$ cat config.mk
export PLATFORM = sky130hd
export DESIGN_NAME = demux_1to8_nw_flat
export DESIGN_NICKNAME = d
export VERILOG_FILES = /design/src/rtl/demux_pkg.sv /design/src/rtl/demux_1to8_nw_if.sv /design/src/rtl/demux_lane_reg.sv /design/src/rtl/demux_1to8_nw.sv /design/src/flat_wrapper.sv
export SDC_FILE = /design/constraint.sdc
export NUM_CORES = 1
export LEC_CHECK = 0
export ABC_AREA = 0
export CAP_MARGIN = 10
export CORE_ASPECT_RATIO = 1.4
export CORE_MARGIN = 3
export CORE_UTILIZATION = 42
export DETAILED_ROUTE_END_ITERATION = 8
export MAX_ROUTING_LAYER = met4
export PLACE_DENSITY = 0.81
export SKIP_CTS_REPAIR_TIMING = 1
export SYNTH_ARGS = -nofsm -noshare
export SYNTH_HDL_FRONTEND = slang
export SYNTH_SLANG_ARGS = --single-unit
export TNS_END_PERCENT = 20
$ cat constraint.sdc
create_clock -name Clk -period 3 [get_ports Clk]
set_input_delay 0.6 -clock Clk [delete_from_list [all_inputs] [get_ports Clk]]
set_output_delay 0.6 -clock Clk [all_outputs]
set_load 0.03 [all_outputs]
$ cat src/rtl/demux_pkg.sv
// Shared constants and helpers for the 1-to-8 handshake demultiplexer.
// Lane count, select/count widths, lane select type and a popcount helper.
package demux_pkg;

    localparam int NUM_LANES = 8;
    localparam int SEL_W     = 3;
    localparam int CNT_W     = 4;

    typedef logic [SEL_W-1:0] lane_sel_t;

    function automatic logic [CNT_W-1:0] popcount(
        input logic [NUM_LANES-1:0] v
    );
        logic [CNT_W-1:0] n;
        n = '0;
        for (int i = 0; i < NUM_LANES; i++) begin
            n = n + CNT_W'(v[i]);
        end
        return n;
    endfunction

endpackage

$ cat src/rtl/demux_1to8_nw_if.sv
// Handshake bundle between producer, demux and the eight lane consumers.
// master: producer/consumer side; slave: demux side.
// With DEMUX_BROADCAST_EN defined the bundle also carries InBcast.
interface demux_1to8_nw_if
    import demux_pkg::*;
#(
    parameter int WIDTH = 8
);

    logic [WIDTH-1:0]     InData;
    lane_sel_t            InSel;
    logic                 InValid;
    logic                 InReady;
`ifdef DEMUX_BROADCAST_EN
    logic                 InBcast;
`endif
    logic [WIDTH-1:0]     OutData [NUM_LANES];
    logic [NUM_LANES-1:0] OutValid;
    logic [NUM_LANES-1:0] OutReady;
    logic [CNT_W-1:0]     LaneCnt;

    modport master (
        output InData,
        output InSel,
        output InValid,
        input  InReady,
`ifdef DEMUX_BROADCAST_EN
        output InBcast,
`endif
        input  OutData,
        input  OutValid,
        output OutReady,
        input  LaneCnt
    );

    modport slave (
        input  InData,
        input  InSel,
        input  InValid,
        output InReady,
`ifdef DEMUX_BROADCAST_EN
        input  InBcast,
`endif
        output OutData,
        output OutValid,
        input  OutReady,
        output LaneCnt
    );

endinterface

$ cat src/rtl/demux_lane_reg.sv
// One-entry lane buffer: holds a word until its consumer takes it.
// Ports: Clk, ResetN, Load/LoadData in, OutReady in, OutData/OutValid/CanLoad out.
module demux_lane_reg #(
    parameter int WIDTH = 8
) (
    input  logic             Clk,
    input  logic             ResetN,
    input  logic             Load,
    input  logic [WIDTH-1:0] LoadData,
    input  logic             OutReady,
    output logic [WIDTH-1:0] OutData,
    output logic             OutValid,
    output logic             CanLoad
);

    // Draining on the same edge frees the slot, so a full lane
    // can still take a new word when its consumer is ready.
    assign CanLoad = !OutValid || OutReady;

    always_ff @(posedge Clk or negedge ResetN) begin
        if (!ResetN) begin
            OutData  <= '0;
            OutValid <= 1'b0;
        end else if (Load) begin
            OutData  <= LoadData;
            OutValid <= 1'b1;
        end else if (OutReady) begin
            OutValid <= 1'b0;
        end
    end

endmodule

$ cat src/rtl/demux_1to8_nw.sv
// 1-to-8 demux with valid/ready on input and per-lane outputs.
// Ports: Clk, ResetN, bus (slave: InData/InSel/InValid/InReady,
// OutData/OutValid/OutReady, LaneCnt). DEMUX_BROADCAST_EN adds InBcast.
module demux_1to8_nw
    import demux_pkg::*;
#(
    parameter int WIDTH = 8
) (
    input  logic            Clk,
    input  logic            ResetN,
    demux_1to8_nw_if.slave  bus
);

    logic [NUM_LANES-1:0] sel_hot;
    logic [NUM_LANES-1:0] can_load;
    logic [NUM_LANES-1:0] load;
    logic [NUM_LANES-1:0] valid;
    logic [NUM_LANES-1:0] nxt_valid;
    logic [CNT_W-1:0]     cnt;
    logic                 accept;
    logic [WIDTH-1:0]     lane_data [NUM_LANES];

    assign sel_hot = NUM_LANES'(1) << bus.InSel;

`ifdef DEMUX_BROADCAST_EN
    // Broadcast waits until every lane can take the word.
    assign bus.InReady = bus.InBcast ? (&can_load)
                                     : can_load[bus.InSel];
    assign accept = bus.InValid && bus.InReady;
    assign load   = !accept   ? '0 :
                    bus.InBcast ? '1 : sel_hot;
`else
    assign bus.InReady = can_load[bus.InSel];
    assign accept = bus.InValid && bus.InReady;
    assign load   = accept ? sel_hot : '0;
`endif

    for (genvar i = 0; i < NUM_LANES; i++) begin : g_lane
        demux_lane_reg #(
            .WIDTH(WIDTH)
        ) u_lane (
            .Clk      (Clk),
            .ResetN   (ResetN),
            .Load     (load[i]),
            .LoadData (bus.InData),
            .OutReady (bus.OutReady[i]),
            .OutData  (lane_data[i]),
            .OutValid (valid[i]),
            .CanLoad  (can_load[i])
        );
        assign bus.OutData[i] = lane_data[i];
    end

    // Counting the next-state valids keeps LaneCnt aligned
    // with OutValid in the same cycle.
    assign nxt_valid = load | (valid & ~bus.OutReady);

    always_ff @(posedge Clk or negedge ResetN) begin
        if (!ResetN) begin
            cnt <= '0;
        end else begin
            cnt <= popcount(nxt_valid);
        end
    end

    assign bus.OutValid = valid;
    assign bus.LaneCnt  = cnt;

endmodule

$ cat src/flat_wrapper.sv
// flat-port wrapper written by rule: the top's interface ports become plain ports
module demux_1to8_nw_flat import demux_pkg::*;
#(
    parameter int WIDTH = 8
)
  (Clk, ResetN, bus_InData, bus_InSel, bus_InValid, bus_InReady, bus_OutData, bus_OutValid, bus_OutReady, bus_LaneCnt);
  demux_1to8_nw_if #(.WIDTH(WIDTH)) bus_i ();
  input  logic Clk;
  input  logic ResetN;
  input wire logic [$bits(bus_i.InData)-1:0] bus_InData;
  input wire logic [$bits(bus_i.InSel)-1:0] bus_InSel;
  input wire logic [$bits(bus_i.InValid)-1:0] bus_InValid;
  output wire logic [$bits(bus_i.InReady)-1:0] bus_InReady;
  output wire logic [$bits(bus_i.OutData)-1:0] bus_OutData;
  output wire logic [$bits(bus_i.OutValid)-1:0] bus_OutValid;
  input wire logic [$bits(bus_i.OutReady)-1:0] bus_OutReady;
  output wire logic [$bits(bus_i.LaneCnt)-1:0] bus_LaneCnt;
  assign bus_i.InData = bus_InData;
  assign bus_i.InSel = bus_InSel;
  assign bus_i.InValid = bus_InValid;
  assign bus_InReady = bus_i.InReady;
  assign bus_OutData = {>>{bus_i.OutData}};
  assign bus_OutValid = bus_i.OutValid;
  assign bus_i.OutReady = bus_OutReady;
  assign bus_LaneCnt = bus_i.LaneCnt;
  demux_1to8_nw #(.WIDTH(WIDTH)) u_core (.Clk(Clk), .ResetN(ResetN), .bus(bus_i));
endmodule
==> results of run 1 <==
[area by class of cell]
class / count / area, um^2
timing repair buffer: 123 / 1180
fill: 610 / 2740
multi-input combinational: 122 / 1360
clock buffer: 13 / 139
tap: 97 / 121
inverter: 4 / 15.0
clock inverter: 3 / 46.3
sequential: 76 / 1900
[worst max-delay path by stage]
stage	start	end	slack [ns]	cells past startpoint
after floorplan	bus_InValid	u_core.bus.LaneCnt[1]	-0.21	11
after global placement	bus_InValid	u_core.bus.LaneCnt[1]	-0.71	11
after detailed placement	bus_InValid	u_core.bus.LaneCnt[1]	-0.78	11
after CTS	bus_InValid	u_core.bus.LaneCnt[1]	-0.41	11
after global routing	bus_InSel[2]	u_core.bus.LaneCnt[1]	-0.03	11
final	bus_InSel[2]	u_core.bus.LaneCnt[1]	0.03	11
[per-layer routing]
| metal | track usage | vias up |
|---|---|---|
| li1 | - | 983 |
| met1 | 0.224 | 1133 |
| met2 | 0.317 | 61 |
| met5 | - | - |
| met4 | 0.0789 | 0 |
| met3 | 0.0463 | 16 |
[where the power goes]
group	total, mW	switching [mW]	leakage [nW]	internal [mW]
Clock	0.755	0.366	0.0882	0.389
Combinational	1.26	0.672	1.11	0.583
Sequential	1.35	0.113	0.929	1.23
[kinds of logic after synthesis]
group	synth area share
xor gates and xnor gates	0.00266
and+or+nand+nor	0.0951
AOI/OAI and AO/OA	0.0255
adders and majority gates	0.0358
buffers and inverters	0.0342
muxes	0.228
DFF	0.578
[placed cells by master, fill, tap and decap left out, types with 2 or more instances in the layout]
master,Yosys,routed
o21ai_0,6,6
o21bai_1,2,2
nand3b_1,2,2
nand2b_1,7,3
or3b_2,2,2
inv_2,0,2
dfrtp_1,76,76
ha_1,3,2
fa_2,0,2
nand4b_4,2,2
nor3b_4,2,2
clkbuf_8,0,9
nor2b_1,3,2
dlymetal6s2s_1,0,5
buf_4,10,27
mux2_2,56,56
fa_1,4,2
clkdlybuf4s50_1,0,88
nand2_1,9,5
nand2b_4,2,6
mux2_4,8,8
inv_1,4,2
nand2_2,1,5
clkbuf_1,0,4
a21oi_1,3,3
[flip-flops by register name, indices dropped and copies added, names as in the netlist]
| name | count |
|---|---|
| u_core.bus.LaneCnt | 4 |
| u_core.g_lane.u_lane.OutData | 64 |
| u_core.g_lane.u_lane.OutValid | 8 |
[metrics by stage]
stage	util	worst slack (ns)	cells	area, um^2	total power [mW]
floorplan	-	-0.210	214	3320	2.05
CTS	0.622	-0.412	435	4660	3.38
global route	0.635	-0.0344	438	4760	3.51
global placement	0.597	-0.713	419	4480	2.59
detailed placement	0.597	-0.783	419	4480	2.62
finish	0.635	0.0280	438	4760	3.36
==> impl_metrics.py, run 1 <==
metrics = {
    "floorplanning": {
        "num_io_pins": 99,
        "die_y_um": 111,
        "dieWidth_um": 80.8,
        "placeableCoreArea_um2": 7500,
        "row_count": 37,
        "initial_utilization": 0.438,
        "die_area_um2": 8940,
    },
    "clocking": {
        "cts_buffers": 9,
        "tritoncts": "done",
        "cts.sinks": 76,
        "clock_latency_ns": 0.34,
        "clk_pin_slew_ns": 0.08,
        "clk_path_buf_depth": 2,
        "cts_htree_levels": 3,
        "cts_root_buf": "clkbuf_8",
    },
    "synthesis": {
        "synthArstFlopShare": 1.00,
        "ys.flop_type": "dfrtp_1",
        "synth_area_um2": 3290,
        "postSynthAreaPerCell_um2": 15.4,
        "synth-edff-count": 0,
        "synth_commonest_cells": "76 x dfrtp_1, 56 x mux2_2, 10 x buf_4",
        "synth.most_common_cell": "dfrtp_1",
        "synth_nets": 243,
        "synth.area.top_cells": "dfrtp_1 58%, mux2_2 19%, mux2_4 3.7%",
        "seq_area_frac_synth": 0.578,
        "yosysUniqueCellTypes": 30,
        "ys_ff_latch": 76,
        "synthCells": 214,
        "yosysTopAreaCell": "dfrtp_1",
        "synth_warnings": 0,
        "synth_top_area_frac": 0.578,
    },
    "placement": {
        "routabilityCongestion": 0.865,
        "hpwl_mm": 5.50,
        "port_buffers": 98,
    },
    "min_path": {
        "min_path_type": "primary input to async pin",
    },
    "layout": {
        "drive_gt1_frac": 0.396,
        "antennaDiodeCount": 0,
        "final_nets": 365,
        "area_growth_pct": 44.9,
    },
    "setup_path": {
        "rr_startpoint": "u_core.g_lane[1].u_lane.OutValid",
        "rr_worst_depth": 10,
        "cp_slowest_cell": "fa_1",
        "crit_path_start_kind": "primary input",
        "critPathCaptureType": "flop",
        "worstPathCellList": "buf_8 -> nor2b_4 -> nand4b_4 -> nand2_2 -> ha_4 -> fa_1 -> fa_1 -> fa_2 -> inv_2 -> fa_2 -> inv_2",
        "reg2reg_setup_slack_ns": 0.07,
        "cp_top_family": "adder cells",
        "crit_buf_inv": 3,
        "worstSetupPathType": "primary input to flop",
        "required_ns": 3.29,
        "slowest_delay_ns": 0.53,
        "worstReg2RegEnd": "u_core.bus.LaneCnt[1]",
        "critPathArrivalTime_ns": 3.26,
        "crit_fanout": 4,
    },
    "timing": {
        "setup_viol": 0,
        "rsz0062_at_grt": "true",
        "hold_viol": 0,
        "hold_slack_ns": 0.388,
        "slew_viol_final": 0,
        "min_period_ns": 2.97,
        "slew_headroom": 0.371,
        "tns_ns": 0,
        "worst_pin_slew_ns": 0.944,
        "min_period_over_period": 0.991,
        "finClkSkew_ns": 0.00568,
        "fmaxAchievable_mhz": 336,
    },
    "drt": {
        "dr.max_layer_used": "met4",
        "wl_met2_mm": 4.12,
        "drtIter0Drc": 83,
        "num_vias": 2193,
        "via_per_inst": 5.01,
        "drtPass1Iterations": 4,
        "post_drt_wl_per_cell_um": 17.9,
        "drc": 0,
        "antenna_left": 0,
        "wl_met1_mm": 3.14,
        "drt_wl_total_mm": 7.86,
        "wl_met3_um": 348,
    },
    "power_and_ir_drop": {
        "powerDensity_nw_per_um2": 705,
        "ir_drop_mv": 0.415,
        "p_leak_nw": 2.13,
    },
    "grt": {
        "antenna_found_initial": 0,
        "grt_pass1_vias": 2366,
        "grt_max_degree": 77,
        "gr-total-overflow": 0,
        "grt_usage": 0.193,
        "grt_pass1_wl_mm": 12.5,
    },
    "flow_run": {
        "maxCapViolCount": 0,
    },
    "run_status": {
        "outcome": "completed",
    },
}
Power figures use the tool's default switching activity.
==> run 2, diff against run 1 <==
Settings changed: HOLD_SLACK_MARGIN set to 0.06.
==> results of run 2 <==
Final layout, timing and power as in run 1 (identical DEF).
==> run 3, diff against run 2 <==
--- a/config.mk
+++ b/config.mk
@@ -6,13 +6,13 @@
 export NUM_CORES = 1
 export LEC_CHECK = 0
-export ABC_AREA = 0
+export ABC_AREA = 1
 export CAP_MARGIN = 10
 export CORE_ASPECT_RATIO = 1.4
 export CORE_MARGIN = 3
-export CORE_UTILIZATION = 42
+export CORE_UTILIZATION = 43
 export DETAILED_ROUTE_END_ITERATION = 8
 export HOLD_SLACK_MARGIN = 0.06
 export MAX_ROUTING_LAYER = met4
-export PLACE_DENSITY = 0.81
+export PLACE_DENSITY = 0.77
 export SKIP_CTS_REPAIR_TIMING = 1
 export SYNTH_ARGS = -nofsm -noshare
==> constraint.sdc (replaced) <==
create_clock -name Clk -period 3 [get_ports Clk]
set_input_delay 0.6 -clock Clk [delete_from_list [all_inputs] [get_ports Clk]]
set_output_delay 0.6 -clock Clk [all_outputs]
set_load 0.01 [all_outputs]
==> impl_metrics.py, run 3 <==
metrics = {
    "timing": {
        "hold_viol": 0,
        "setup_viol": 2,
        "slew_headroom": 0.385,
        "slew_viol_final": 0,
        "finClkSkew_ns": 0.0120,
        "worst_pin_slew_ns": 0.923,
        "fmaxAchievable_mhz": 304,
        "rsz0062_at_grt": "true",
        "min_period_ns": 3.29,
        "min_period_over_period": 1.10,
        "tns_ns": -0.522,
        "setup_ws_ns": -0.287,
    },
    "setup_path": {
        "cp_slowest_cell": "fa_1",
        "worstPathCellList": "buf_6 -> buf_8 -> inv_4 -> nor2_4 -> nand2_2 -> nand2_4 -> nor2_8 -> nand4_4 -> o21ai_2 -> ha_4 -> fa_1 -> fa_1 -> fa_2 -> inv_2 -> fa_1 -> inv_1",
        "rr_worst_depth": 14,
        "crit_path_start_kind": "primary input",
        "worstReg2RegEnd": "u_core.bus.LaneCnt[1]",
        "reg2reg_setup_slack_ns": -0.23,
        "crit_fanout": 6,
        "worstSetupPathType": "primary input to flop",
        "critPathCaptureType": "flop",
        "rr_startpoint": "u_core.g_lane[1].u_lane.OutValid",
        "cp_common_cell": "fa_1",
        "slowest_delay_ns": 0.57,
        "required_ns": 3.28,
        "critPathArrivalTime_ns": 3.57,
    },
    "synthesis": {
        "synthArstFlopShare": 1.00,
        "synthMuxAreaShare": 0,
        "seq_area_frac_synth": 0.562,
        "synth_warnings": 0,
        "synth-xor-area-share": 0.00259,
        "synthCells": 355,
        "ys_ff_latch": 76,
        "yosysTopAreaCell": "dfrtp_1",
        "synth_top_family_by_area": "simple AND/OR/NAND/NOR gates",
        "synth-edff-count": 0,
        "synth_commonest_cells": "121 x nand2_1, 76 x dfrtp_1, 32 x nand4_1, 32 x o21ai_1, 24 x inv_1",
        "yosysUniqueCellTypes": 23,
        "synth-adder-area-share": 0.0348,
        "synth_area_um2": 3380,
        "ys.flop_type": "dfrtp_1",
        "postSynthAreaPerCell_um2": 9.53,
        "synth.most_common_cell": "nand2_1",
        "synth_nets": 384,
        "synth_top_area_frac": 0.562,
        "synth.area.top_cells": "dfrtp_1 56%, nand2_1 13%, nand4_1 5.9%",
        "synthSimpleGateAreaFrac": 0.273,
        "synth_compound_area_frac": 0.0562,
    },
    "power_and_ir_drop": {
        "ir_drop_mv": 0.427,
        "p_leak_nw": 2.49,
        "power_mw": 2.96,
        "powerDensity_nw_per_um2": 592,
    },
    "drt": {
        "num_vias": 3050,
        "drt_wl_total_mm": 9.08,
        "via_per_inst": 5.13,
        "post_drt_wl_per_cell_um": 15.3,
        "drc": 0,
        "antenna_left": 0,
        "drtPass1Iterations": 4,
        "drtIter0Drc": 176,
    },
    "floorplanning": {
        "placeableCoreArea_um2": 7500,
        "die_y_um": 111,
        "num_io_pins": 99,
        "initial_utilization": 0.451,
        "dieWidth_um": 81.0,
        "row_count": 37,
        "die_area_um2": 8980,
    },
    "clocking": {
        "tritoncts": "done",
        "clk_pin_slew_ns": 0.08,
        "cts.sinks": 76,
        "cts_root_buf": "clkbuf_8",
        "clock_latency_ns": 0.34,
        "cts_htree_levels": 3,
        "clk_path_buf_depth": 2,
        "cts_buffers": 9,
    },
    "flow_run": {
        "maxCapViolCount": 0,
    },
    "grt": {
        "grt_pass1_wl_mm": 14.8,
        "grt_pass1_vias": 3049,
        "grt_max_degree": 77,
        "antenna_found_initial": 0,
        "gr-total-overflow": 0,
        "grt_usage": 0.216,
    },
    "layout": {
        "regMostFlops": "u_core.g_lane.u_lane.OutData",
        "fin_cells": 594,
        "layout_common_cells": "115 x nand2_1, 88 x clkdlybuf4s50_1, 76 x dfrtp_1",
        "fin_area_um2": 5010,
        "final_common_cell": "nand2_1",
        "largest_reg_flops": 64,
        "drive_gt1_frac": 0.203,
        "antennaDiodeCount": 0,
        "area_growth_pct": 48.0,
        "final_nets": 521,
    },
    "placement": {
        "placedCellCount": 576,
        "routabilityCongestion": 0.920,
        "place_area_um2": 4730,
        "hpwl_mm": 6.70,
        "port_buffers": 98,
    },
    "run_status": {
        "outcome": "finished, violations left",
        "failed_checks": "negative setup slack",
    },
    "min_path": {
        "min_path_type": "primary input to async pin",
    },
}
[run 3: cell count changes in the layout (fill, tap and decap cells not counted), moves of 4 or more]
cell,change
nand4_1,+32
buf_4,+18
nand2_1,+110
nand2b_4,-6
mux2_4,-8
inv_1,+17
mux2_2,-56
clkbuf_1,-4
nand3_2,+5
nor2_1,+12
nand3_1,+5
o21ai_1,+32
[run 3: critical path, delay by kind of cell]
family,cells,cell delay [ns]
adder cells (fa/ha/maj),5,2.06
AND/OR/NAND/NOR,5,0.41
buffers and inverters,5,0.40
AO/OA/AOI/OAI,1,0.09
[run 3: per-layer routing]
layer | vias up | GRT usage | part of all wire
met5 | - | - | 0
met4 | 0 | 0.0733 | 0.012
met3 | 11 | 0.0195 | 0.043
met2 | 99 | 0.359 | 0.54
met1 | 1502 | 0.274 | 0.41
li1 | 1438 | - | -
[run 3: cell type report]
cell class,count,area [um^2]
fillers,608,2490
flip-flops and latches,76,1900
repair buffers,145,1360
multi-input cells,234,1320
clock buffers,10,138
well taps,97,121
inverters,26,113
clock inverters,6,47.5
[run 3: power by group]
group	leakage, nW	switching [mW]	internal (mW)
sequential	0.969	0.120	1.22
combinational	1.42	0.396	0.500
clock	0.0985	0.394	0.332
[run 3: cells by family after synthesis]
kind of cell | count (synthesis)
AND/OR/NAND/NOR | 188
flip-flops | 76
buffers and inverters | 45
AO/OA/AOI/OAI | 38
adder cells (fa/ha/maj) | 7
XOR/XNOR | 1
[run 3: how the worst max path moves through the flow]
stage / slack (ns) / from / depth (start not counted) / endpoint
6_report: -0.29 / bus_InSel[1] / 16 / u_core.bus.LaneCnt[1]
5_1_grt: -0.40 / bus_InSel[0] / 16 / u_core.bus.LaneCnt[1]
4_1_cts: -0.65 / bus_InSel[1] / 16 / u_core.bus.LaneCnt[1]
3_5_place_dp: -1.01 / bus_InSel[1] / 16 / u_core.bus.LaneCnt[1]
3_3_place_gp: -0.92 / bus_InSel[1] / 16 / u_core.bus.LaneCnt[1]
2_1_floorplan: -0.48 / bus_OutReady[3] / 16 / u_core.bus.LaneCnt[1]
[run 3: through the flow]
step	setup WS (ns)	hold slack, ns	util
6_report	-0.287	0.376	0.668
5_1_grt	-0.399	0.456	0.668
4_1_cts	-0.650	0.431	0.655
3_5_place_dp	-1.01	0.462	0.630
3_3_place_gp	-0.917	0.460	0.630
2_1_floorplan	-0.481	0.304	-
